`src/rtl/result_pipe_if.sv`:
```
// Data-memory request/response bus between the result pipeline and data memory.
interface result_pipe_if;
    localparam int unsigned XLEN = 32;

    logic            dmem_re;
    logic            dmem_we;
    logic [XLEN-1:0] dmem_addr;
    logic [XLEN-1:0] dmem_wdata;
    logic [XLEN-1:0] mem_rdata;
    logic            mem_ready;

    // Pipeline side issues requests and consumes read data / completion.
    modport master (
        output dmem_re, dmem_we, dmem_addr, dmem_wdata,
        input  mem_rdata, mem_ready
    );

    // Memory side serves requests.
    modport slave (
        input  dmem_re, dmem_we, dmem_addr, dmem_wdata,
        output mem_rdata, mem_ready
    );
endinterface

```
`src/rtl/result_pipe.sv`:
```
// EX/MEM and MEM/WB result pipeline with data-memory stall, load-use detect
// and write-back port. Optional performance counters: RESULT_PIPE_PERF_CNT_EN.
module result_pipe (
    input  logic        clk,
    input  logic        reset,
    input  logic        ex_valid,
    input  logic        ex_RegWrite,
    input  logic        ex_MemRead,
    input  logic        ex_MemWrite,
    input  logic [4:0]  ex_rd,
    input  logic [31:0] ex_alu_result,
    input  logic [31:0] ex_store_data,
    input  logic [4:0]  id_rs1,
    input  logic [4:0]  id_rs2,
    result_pipe_if.master dmem,
    output logic        EX_MEM_RegWrite,
    output logic [4:0]  EX_MEM_rd,
    output logic [31:0] EX_MEM_alu_result,
    output logic        MEM_WB_RegWrite,
    output logic [4:0]  MEM_WB_rd,
    output logic [31:0] MEM_WB_wdata,
    output logic        rf_we,
    output logic [4:0]  rf_waddr,
    output logic [31:0] rf_wdata,
    output logic        pipe_stall,
    output logic        load_use_stall,
    output logic [31:0] retired_cnt,
    output logic [31:0] lu_stall_cnt
);
    localparam int unsigned XLEN = 32;
    localparam int unsigned RW   = 5;

    logic            ex_mem_valid;
    logic            ex_mem_memread;
    logic            ex_mem_memwrite;
    logic [XLEN-1:0] ex_mem_store_data;
    logic            mem_wait;

    // A pending memory access that has not completed freezes EX/MEM.
    assign mem_wait   = ex_mem_valid & (ex_mem_memread | ex_mem_memwrite) & ~dmem.mem_ready;
    assign pipe_stall = mem_wait;

    // Load in EX whose destination feeds the instruction in ID.
    assign load_use_stall = ex_valid & ex_MemRead & (ex_rd != RW'(0)) &
                            ((ex_rd == id_rs1) | (ex_rd == id_rs2));

    // EX/MEM stage register: capture EX results unless memory is stalling.
    always_ff @(posedge clk or posedge reset) begin
        if (reset) begin
            ex_mem_valid      <= 1'b0;
            EX_MEM_RegWrite   <= 1'b0;
            ex_mem_memread    <= 1'b0;
            ex_mem_memwrite   <= 1'b0;
            EX_MEM_rd         <= '0;
            EX_MEM_alu_result <= '0;
            ex_mem_store_data <= '0;
        end else if (!mem_wait) begin
            ex_mem_valid      <= ex_valid;
            EX_MEM_RegWrite   <= ex_valid & ex_RegWrite & (ex_rd != RW'(0));
            ex_mem_memread    <= ex_MemRead;
            ex_mem_memwrite   <= ex_MemWrite;
            EX_MEM_rd         <= ex_rd;
            EX_MEM_alu_result <= ex_alu_result;
            ex_mem_store_data <= ex_store_data;
        end
    end

    // MEM/WB stage register: advance result, or insert a bubble while stalled.
    always_ff @(posedge clk or posedge reset) begin
        if (reset) begin
            MEM_WB_RegWrite <= 1'b0;
            MEM_WB_rd       <= '0;
            MEM_WB_wdata    <= '0;
        end else if (mem_wait) begin
            MEM_WB_RegWrite <= 1'b0;
            MEM_WB_rd       <= '0;
            MEM_WB_wdata    <= '0;
        end else begin
            MEM_WB_RegWrite <= EX_MEM_RegWrite;
            MEM_WB_rd       <= EX_MEM_rd;
            MEM_WB_wdata    <= ex_mem_memread ? dmem.mem_rdata : EX_MEM_alu_result;
        end
    end

    // Memory request straight from the frozen EX/MEM contents.
    assign dmem.dmem_re    = ex_mem_valid & ex_mem_memread;
    assign dmem.dmem_we    = ex_mem_valid & ex_mem_memwrite;
    assign dmem.dmem_addr  = EX_MEM_alu_result;
    assign dmem.dmem_wdata = ex_mem_store_data;

    // Register-file write port is MEM/WB itself.
    assign rf_we    = MEM_WB_RegWrite;
    assign rf_waddr = MEM_WB_rd;
    assign rf_wdata = MEM_WB_wdata;

`ifdef RESULT_PIPE_PERF_CNT_EN
    logic [XLEN-1:0] retired_q;
    logic [XLEN-1:0] lu_stall_q;

    // Retired write-backs and load-use stall cycles, wrapping modulo 2^32.
    always_ff @(posedge clk or posedge reset) begin
        if (reset) begin
            retired_q  <= '0;
            lu_stall_q <= '0;
        end else begin
            if (MEM_WB_RegWrite) retired_q  <= retired_q + XLEN'(1);
            if (load_use_stall)  lu_stall_q <= lu_stall_q + XLEN'(1);
        end
    end

    assign retired_cnt  = retired_q;
    assign lu_stall_cnt = lu_stall_q;
`else
    assign retired_cnt  = '0;
    assign lu_stall_cnt = '0;
`endif
endmodule

```
`src/flat_wrapper.sv`:
```
// flat-port wrapper written by rule: the top's interface ports become plain ports
module result_pipe_flat 
  (clk, reset, ex_valid, ex_RegWrite, ex_MemRead, ex_MemWrite, ex_rd, ex_alu_result, ex_store_data, id_rs1, id_rs2, EX_MEM_RegWrite, EX_MEM_rd, EX_MEM_alu_result, MEM_WB_RegWrite, MEM_WB_rd, MEM_WB_wdata, rf_we, rf_waddr, rf_wdata, pipe_stall, load_use_stall, retired_cnt, lu_stall_cnt, dmem_dmem_re, dmem_dmem_we, dmem_dmem_addr, dmem_dmem_wdata, dmem_mem_rdata, dmem_mem_ready);
  result_pipe_if dmem_i ();
  input  logic clk;
  input  logic reset;
  input  logic ex_valid;
  input  logic ex_RegWrite;
  input  logic ex_MemRead;
  input  logic ex_MemWrite;
  input  logic [4:0] ex_rd;
  input  logic [31:0] ex_alu_result;
  input  logic [31:0] ex_store_data;
  input  logic [4:0] id_rs1;
  input  logic [4:0] id_rs2;
  output logic EX_MEM_RegWrite;
  output logic [4:0] EX_MEM_rd;
  output logic [31:0] EX_MEM_alu_result;
  output logic MEM_WB_RegWrite;
  output logic [4:0] MEM_WB_rd;
  output logic [31:0] MEM_WB_wdata;
  output logic rf_we;
  output logic [4:0] rf_waddr;
  output logic [31:0] rf_wdata;
  output logic pipe_stall;
  output logic load_use_stall;
  output logic [31:0] retired_cnt;
  output logic [31:0] lu_stall_cnt;
  output wire logic [$bits(dmem_i.dmem_re)-1:0] dmem_dmem_re;
  output wire logic [$bits(dmem_i.dmem_we)-1:0] dmem_dmem_we;
  output wire logic [$bits(dmem_i.dmem_addr)-1:0] dmem_dmem_addr;
  output wire logic [$bits(dmem_i.dmem_wdata)-1:0] dmem_dmem_wdata;
  input wire logic [$bits(dmem_i.mem_rdata)-1:0] dmem_mem_rdata;
  input wire logic [$bits(dmem_i.mem_ready)-1:0] dmem_mem_ready;
  assign dmem_dmem_re = dmem_i.dmem_re;
  assign dmem_dmem_we = dmem_i.dmem_we;
  assign dmem_dmem_addr = dmem_i.dmem_addr;
  assign dmem_dmem_wdata = dmem_i.dmem_wdata;
  assign dmem_i.mem_rdata = dmem_mem_rdata;
  assign dmem_i.mem_ready = dmem_mem_ready;
  result_pipe u_core (.clk(clk), .reset(reset), .ex_valid(ex_valid), .ex_RegWrite(ex_RegWrite), .ex_MemRead(ex_MemRead), .ex_MemWrite(ex_MemWrite), .ex_rd(ex_rd), .ex_alu_result(ex_alu_result), .ex_store_data(ex_store_data), .id_rs1(id_rs1), .id_rs2(id_rs2), .dmem(dmem_i), .EX_MEM_RegWrite(EX_MEM_RegWrite), .EX_MEM_rd(EX_MEM_rd), .EX_MEM_alu_result(EX_MEM_alu_result), .MEM_WB_RegWrite(MEM_WB_RegWrite), .MEM_WB_rd(MEM_WB_rd), .MEM_WB_wdata(MEM_WB_wdata), .rf_we(rf_we), .rf_waddr(rf_waddr), .rf_wdata(rf_wdata), .pipe_stall(pipe_stall), .load_use_stall(load_use_stall), .retired_cnt(retired_cnt), .lu_stall_cnt(lu_stall_cnt));
endmodule
```
`config.mk`:
```
export PLATFORM = sky130hd
export DESIGN_NAME = result_pipe_flat
export DESIGN_NICKNAME = d
export VERILOG_FILES = /design/src/rtl/result_pipe_if.sv /design/src/rtl/result_pipe.sv /design/src/flat_wrapper.sv
export SDC_FILE = /design/constraint.sdc
export NUM_CORES = 1
export LEC_CHECK = 0
export BUFFER_PORTS_ARGS = -buffer_cell sky130_fd_sc_hd__buf_4
export CORE_AREA = 2 2 141 143
export DETAILED_ROUTE_END_ITERATION = 6
export DIE_AREA = 0 0 143 145
export GPL_TIMING_DRIVEN = 0
export PLACE_DENSITY = 0.65
export SETUP_SLACK_MARGIN = 0.2
export SYNTH_ARGS = -nofsm -noshare
export SYNTH_HDL_FRONTEND = slang
export SYNTH_SLANG_ARGS = --single-unit
```
`constraint.sdc`:
```
create_clock -name clk -period 5.4 [get_ports clk]
set_clock_uncertainty 0.15 [all_clocks]
set_input_delay 1.62 -clock clk [delete_from_list [all_inputs] [get_ports clk]]
set_output_delay 1.62 -clock clk [all_outputs]
set_load 0.03 [all_outputs]
```
==> results.py, run 1 <==
metrics = {
    "global_routing": {
        "grt.overflow.total": 0,
        "antenna_found_initial": 0,
        "grt_pass1_vias": 4048,
        "globalRouteTotalUtil_pct": 15.2,
        "grt_max_degree": 62,
        "grt_first_pass_wirelength_um": 23900,
    },
    "worst_setup_path": {
        "slowest_delay_ns": 0.22,
        "crit_chain": "buf_4 -> and2b_1 -> o21a_1 -> buf_6 -> buf_6 -> buf_4 -> buf_4",
        "critPathBufInv": 5,
        "reg2reg_from": "u_core.ex_mem_valid",
        "worstSetupEndpointType": "primary output",
        "slowest_stage": "buf_4",
        "crit_family": "buffers and inverters",
        "cp-start-kind": "input port",
        "crit_required_ns": 3.63,
        "cp.depth": 7,
        "critical_path_peak_fanout": 10,
        "r2r_setup_slack_ns": 3.72,
        "worstSetupPathType": "in2out",
        "cp_common_cell": "buf_4",
        "reg2reg_depth": 5,
        "arrival_ns": 2.94,
        "r2r_end": "u_core.EX_MEM_alu_result[16]",
    },
    "min_path": {
        "min-delay-start": "u_core.dmem.dmem_wdata[1]",
        "worstHoldPathCells": 1,
        "hold_path_class": "reg2reg",
        "worstHoldEndpoint": "u_core.dmem.dmem_wdata[1]",
    },
    "placement": {
        "gp_congestion": 0.786,
        "hpwl_um": 12600,
        "post_dp_cell_area_mm2": 0.00843,
        "dpl.cell_count": 1061,
        "portBuffers": 299,
    },
    "cells_and_area": {
        "final_net_count": 925,
        "antenna_cells": 0,
        "fillers": 1816,
        "stdcell_count": 1076,
        "layout-drive-gt1-share_pct": 66.0,
        "syn2layout_area_growth_pct": 55.9,
        "final_area_mm2": 0.00871,
    },
    "synthesis": {
        "synth_cell_types": 25,
        "synthSimpleGateAreaFrac_pct": 4.25,
        "syn-mean-instance-area_um2": 12.9,
        "synth.most_common_cell": "buf_4",
        "synth-seq-area-share_pct": 49.7,
        "yosysWarnings": 0,
        "synth_top_area_cell": "dfrtp_1",
        "synth_ff_type": "dfrtp_1",
        "ys_ff_latch": 111,
        "synth_xor_area_share_pct": 1.57,
        "synthTopCellsByArea": "dfrtp_1 50%, buf_4 18%, mux2_4 15%",
        "synthMuxAreaShare_pct": 23.3,
        "synth_top_cells_by_count": "137 x buf_4, 111 x dfrtp_1, 55 x mux2_4",
        "synthCells": 433,
        "synth_top_family_by_area": "multiplexers",
        "synth_edf_count": 0,
        "synth.cell_area_mm2": 0.00559,
        "async_flop_share_pct": 100,
        "synth_fa_ha_area_share_pct": 0,
        "synth.top_cell.area_share_pct": 49.7,
        "synth-compound-area-share_pct": 0.582,
    },
    "run": {
        "maxCapViolCount": 0,
    },
    "sta": {
        "setup_tns_ns": 0,
        "hold_viol_final": 0,
        "rsz0062_at_grt": "false",
        "setup_viol": 0,
        "period_needed_ns": 4.71,
        "post-route-period-util_pct": 87.2,
        "max_freq_mhz": 212,
        "whs_ns": 0.360,
        "slew_viol_final": 0,
    },
    "cts": {
        "clock_sinks": 111,
        "clkTransAtPathRegs_ns": 0.08,
        "post_cts_buffers": 0,
        "clk_latency_ns": 0.35,
        "htree_num_levels": 3,
        "cts_inserted_buffers": 9,
        "cts_tree": "done",
        "root_buffer": "clkbuf_16",
        "cts_hold_buffers": 0,
        "cts_resized": 0,
        "cts_max_path_buffers": 2,
    },
    "routing": {
        "route.layer.met1.wl_um": 6100,
        "first_iter_violations": 81,
        "first_pass_iters": 3,
        "vias": 4083,
        "wl_met2_um": 8410,
        "wl_met3_um": 1050,
        "wl_per_cell_um": 14.8,
        "drt-total-wl_um": 15900,
        "drc": 0,
        "vias_per_cell": 3.79,
        "highest_layer": "met4",
        "ant_nets": 0,
    },
    "floorplan": {
        "die_area_mm2": 0.0207,
        "io_pins": 364,
        "die_h_um": 145,
        "core_area_mm2": 0.0192,
        "dieWidth_um": 143,
        "rows": 51,
        "initial_core_util_pct": 29.1,
    },
    "power": {
        "max-vdd-ir-drop_uv": 149,
        "power_mw": 2.76,
        "p_leak_nw": 4.71,
        "powerDensity_mw_per_mm2": 316,
    },
    "run_status": {
        "outcome": "finished clean",
    },
}
## metal layers
layer / GRT usage (%) / vias up
met1: 17.8 / 1917
met2: 26.8 / 175
li1: - / 1971
met4: 6.04 / 0
met3: 3.17 / 20
met5: 0 / -
## placed cells by master, fill, tap and decap left out, drive strengths merged, types with 3 or more instances in the layout
master  instances
nand2           7
buf           449
inv             3
mux2i          32
nor2b           6
conb           64
xor2            6
xnor2           4
clkbuf         10
mux2           69
nor2           32
dfrtp         111
## metrics by stage
stage,worst slack (ns),utilization (%)
3_5_place_dp,0.657,43.9
5_1_grt,0.597,45.4
3_3_place_gp,-0.883,43.7
4_1_cts,0.670,45.4
2_1_floorplan,0.699,-
6_report,0.691,45.4
## registers in the layout, indices dropped and copies added, names as in the netlist
register	cells
u_core.EX_MEM_RegWrite	1
u_core.ex_mem_valid	1
u_core.MEM_WB_wdata	32
u_core.MEM_WB_RegWrite	1
u_core.ex_mem_memread	1
u_core.ex_mem_memwrite	1
u_core.EX_MEM_rd	5
u_core.MEM_WB_rd	5
u_core.dmem.dmem_wdata	32
u_core.EX_MEM_alu_result	32
## where the power goes
part,total (mW),leakage (nW),internal (mW),switching [mW]
logic,1.10,3.26,0.493,0.610
clock network,0.645,0.132,0.319,0.325
registers,1.01,1.32,0.928,0.0795
## worst max-delay path by stage
stage	end	from	slack (ns)
final	pipe_stall	dmem_mem_ready	0.69
after global routing	pipe_stall	dmem_mem_ready	0.60
after CTS	pipe_stall	dmem_mem_ready	0.67
after detailed placement	pipe_stall	dmem_mem_ready	0.66
after global placement	u_core.MEM_WB_wdata[17]	reset	-0.88
after floorplan	u_core.EX_MEM_RegWrite	reset	0.70
## cell families after synthesis
family / Yosys count
buffers and inverters: 151
AND/OR/NAND/NOR: 54
AO/OA/AOI/OAI: 5
XOR/XNOR: 10
multiplexers: 101
other: 1
flip-flops: 111
## layout make-up
type	instances	area (µm²)	share of cell area, %
Buffer	150	1140	13.1
Clock inverter	6	55.1	0.632
Timing Repair Buffer	300	2270	26.1
Sequential cell	111	2780	31.9
Clock buffer	9	225	2.58
Tap cell	265	332	3.80
Inverter	1	8.76	0.101
Multi-Input combinational cell	234	1900	21.8
Power figures use the tool's default switching activity.
==> run 2: changes to the inputs <==
- HOLD_SLACK_MARGIN: not set -> 0.05
- PLACE_DENSITY: 0.65 -> not set
- PLACE_DENSITY_LB_ADDON: not set -> 0.12
==> results.py, run 2 (synthesis results as in run 1) <==
metrics = {
    "worst_setup_path": {
        "r2r_end": "u_core.EX_MEM_alu_result[9]",
        "slowest_delay_ns": 0.22,
        "arrival_ns": 2.89,
        "cp_common_cell": "buf_4",
        "reg2reg_from": "u_core.ex_mem_valid",
        "crit_chain": "buf_4 -> and2b_1 -> o21a_1 -> buf_6 -> buf_6 -> buf_4 -> buf_4",
        "slowest_stage": "and2b_1",
        "worstSetupPathType": "in2out",
        "critPathBufInv": 5,
        "r2r_setup_slack_ns": 3.69,
        "cp-start-kind": "input port",
        "reg2reg_depth": 5,
        "crit_family": "buffers and inverters",
        "crit_required_ns": 3.63,
        "critical_path_peak_fanout": 10,
        "worstSetupEndpointType": "primary output",
    },
    "sta": {
        "setup_tns_ns": 0,
        "setup_viol": 0,
        "max_freq_mhz": 215,
        "rsz0062_at_grt": "false",
        "relSlewSlack_pct": 53.6,
        "hold_viol_final": 0,
        "post-route-period-util_pct": 86.3,
        "period_needed_ns": 4.66,
        "worst_pin_slew_ns": 0.696,
        "slew_viol_final": 0,
    },
    "global_routing": {
        "grt_first_pass_wirelength_um": 23600,
        "met3_usage_pct": 4.95,
        "grt_max_degree": 61,
        "grt_use_met1_pct": 16.9,
        "grtUsageMet2_pct": 26.1,
        "antenna_found_initial": 0,
        "globalRouteTotalUtil_pct": 14.8,
        "busiest_layer": "met2",
        "grt.overflow.total": 0,
        "grt_pass1_vias": 4113,
    },
    "cells_and_area": {
        "final_common_cell": "buf_4",
        "final_cell_mix": "436 x buf_4, 111 x dfrtp_1, 64 x conb_1, 55 x mux2_4",
        "final_area_mm2": 0.00875,
        "layout-drive-gt1-share_pct": 66.0,
        "antenna_cells": 0,
        "final_net_count": 925,
        "syn2layout_area_growth_pct": 56.5,
    },
    "routing": {
        "first_iter_violations": 113,
        "vias_per_cell": 3.75,
        "drc": 0,
        "drt-total-wl_um": 15700,
        "vias": 4044,
        "ant_nets": 0,
        "first_pass_iters": 4,
        "wl_per_cell_um": 14.6,
    },
    "cts": {
        "root_buffer": "clkbuf_16",
        "cts_resized": 0,
        "clk_latency_ns": 0.35,
        "cts_inserted_buffers": 9,
        "cts_max_path_buffers": 2,
        "cts_hold_buffers": 0,
        "cts_tree": "done",
        "post_cts_buffers": 0,
        "clock_sinks": 111,
        "clkTransAtPathRegs_ns": 0.08,
        "htree_num_levels": 3,
    },
    "placement": {
        "post_dp_cell_area_mm2": 0.00843,
        "gp_congestion": 0.723,
        "hpwl_um": 12500,
        "portBuffers": 299,
    },
    "floorplan": {
        "die_area_mm2": 0.0207,
        "die_h_um": 145,
        "initial_core_util_pct": 29.1,
        "rows": 51,
        "core_area_mm2": 0.0192,
        "dieWidth_um": 143,
        "io_pins": 364,
    },
    "run": {
        "maxCapViolCount": 0,
    },
    "power": {
        "p_sw_share_pct": 36.2,
        "internal_power_mw": 1.79,
        "max-vdd-ir-drop_uv": 142,
        "clockPowerShare_pct": 25.0,
        "p_leak_nw": 4.73,
        "power_frac_seq_pct": 35.9,
        "powerDensity_mw_per_mm2": 321,
        "switching_power_mw": 1.02,
        "p_comb_share_pct": 39.1,
    },
    "min_path": {
        "worstHoldPathCells": 1,
        "hold_path_class": "reg2reg",
        "worstHoldEndpoint": "u_core.dmem.dmem_wdata[17]",
        "min-delay-start": "u_core.dmem.dmem_wdata[17]",
    },
    "run_status": {
        "outcome": "finished clean",
    },
}
## run 2: metrics by stage
stage / worst slack (ns) / hold WS (ns) / total power [mW] / util, % / instances
2_1_floorplan: 0.699 / 0.323 / 1.73 / - / 496
3_3_place_gp: -0.701 / 0.345 / 2.12 / 43.7 / 1060
3_5_place_dp: 0.684 / 0.344 / 2.13 / 43.9 / 1061
4_1_cts: 0.685 / 0.369 / 2.85 / 45.5 / 1077
5_1_grt: 0.620 / 0.383 / 2.95 / 45.5 / 1077
6_report: 0.738 / 0.367 / 2.81 / 45.5 / 1077
## run 2: area by class of cell
| cell class | count | area (µm²) |
|---|---|---|
| inverter | 1 | 6.26 |
| timing repair buffer | 300 | 2270 |
| tap | 265 | 332 |
| multi-input combinational | 234 | 1900 |
| clock buffer | 9 | 225 |
| buffer | 150 | 1140 |
| sequential | 111 | 2780 |
| clock inverter | 7 | 91.3 |
| fill | 1814 | 10500 |
## run 2: power by group through the flow
stage               Combinational [mW]  Clock (mW)  Sequential (mW)
CTS                               1.11       0.727             1.01
detailed placement                1.11           0             1.02
global route                      1.16       0.766             1.02
finish                            1.10       0.701             1.01
floorplan                        0.533           0             1.20
global placement                  1.10           0             1.02
## run 2: per-layer routing
metal,vias up,part of all wire [%]
met2,200,51
met3,14,8.6
li1,1967,-
met1,1863,39
met4,0,1.2
met5,-,0
## run 2: how the worst max path moves through the flow
stage                         from                    endpoint  slack [ns]  depth (start not counted)
floorplan                    reset      u_core.EX_MEM_RegWrite        0.70                          1
CTS                 dmem_mem_ready                  pipe_stall        0.68                          7
global placement             reset  u_core.dmem.dmem_wdata[23]       -0.70                          2
detailed placement  dmem_mem_ready                  pipe_stall        0.68                          7
global route        dmem_mem_ready                  pipe_stall        0.62                          7
finish              dmem_mem_ready                  pipe_stall        0.74                          7
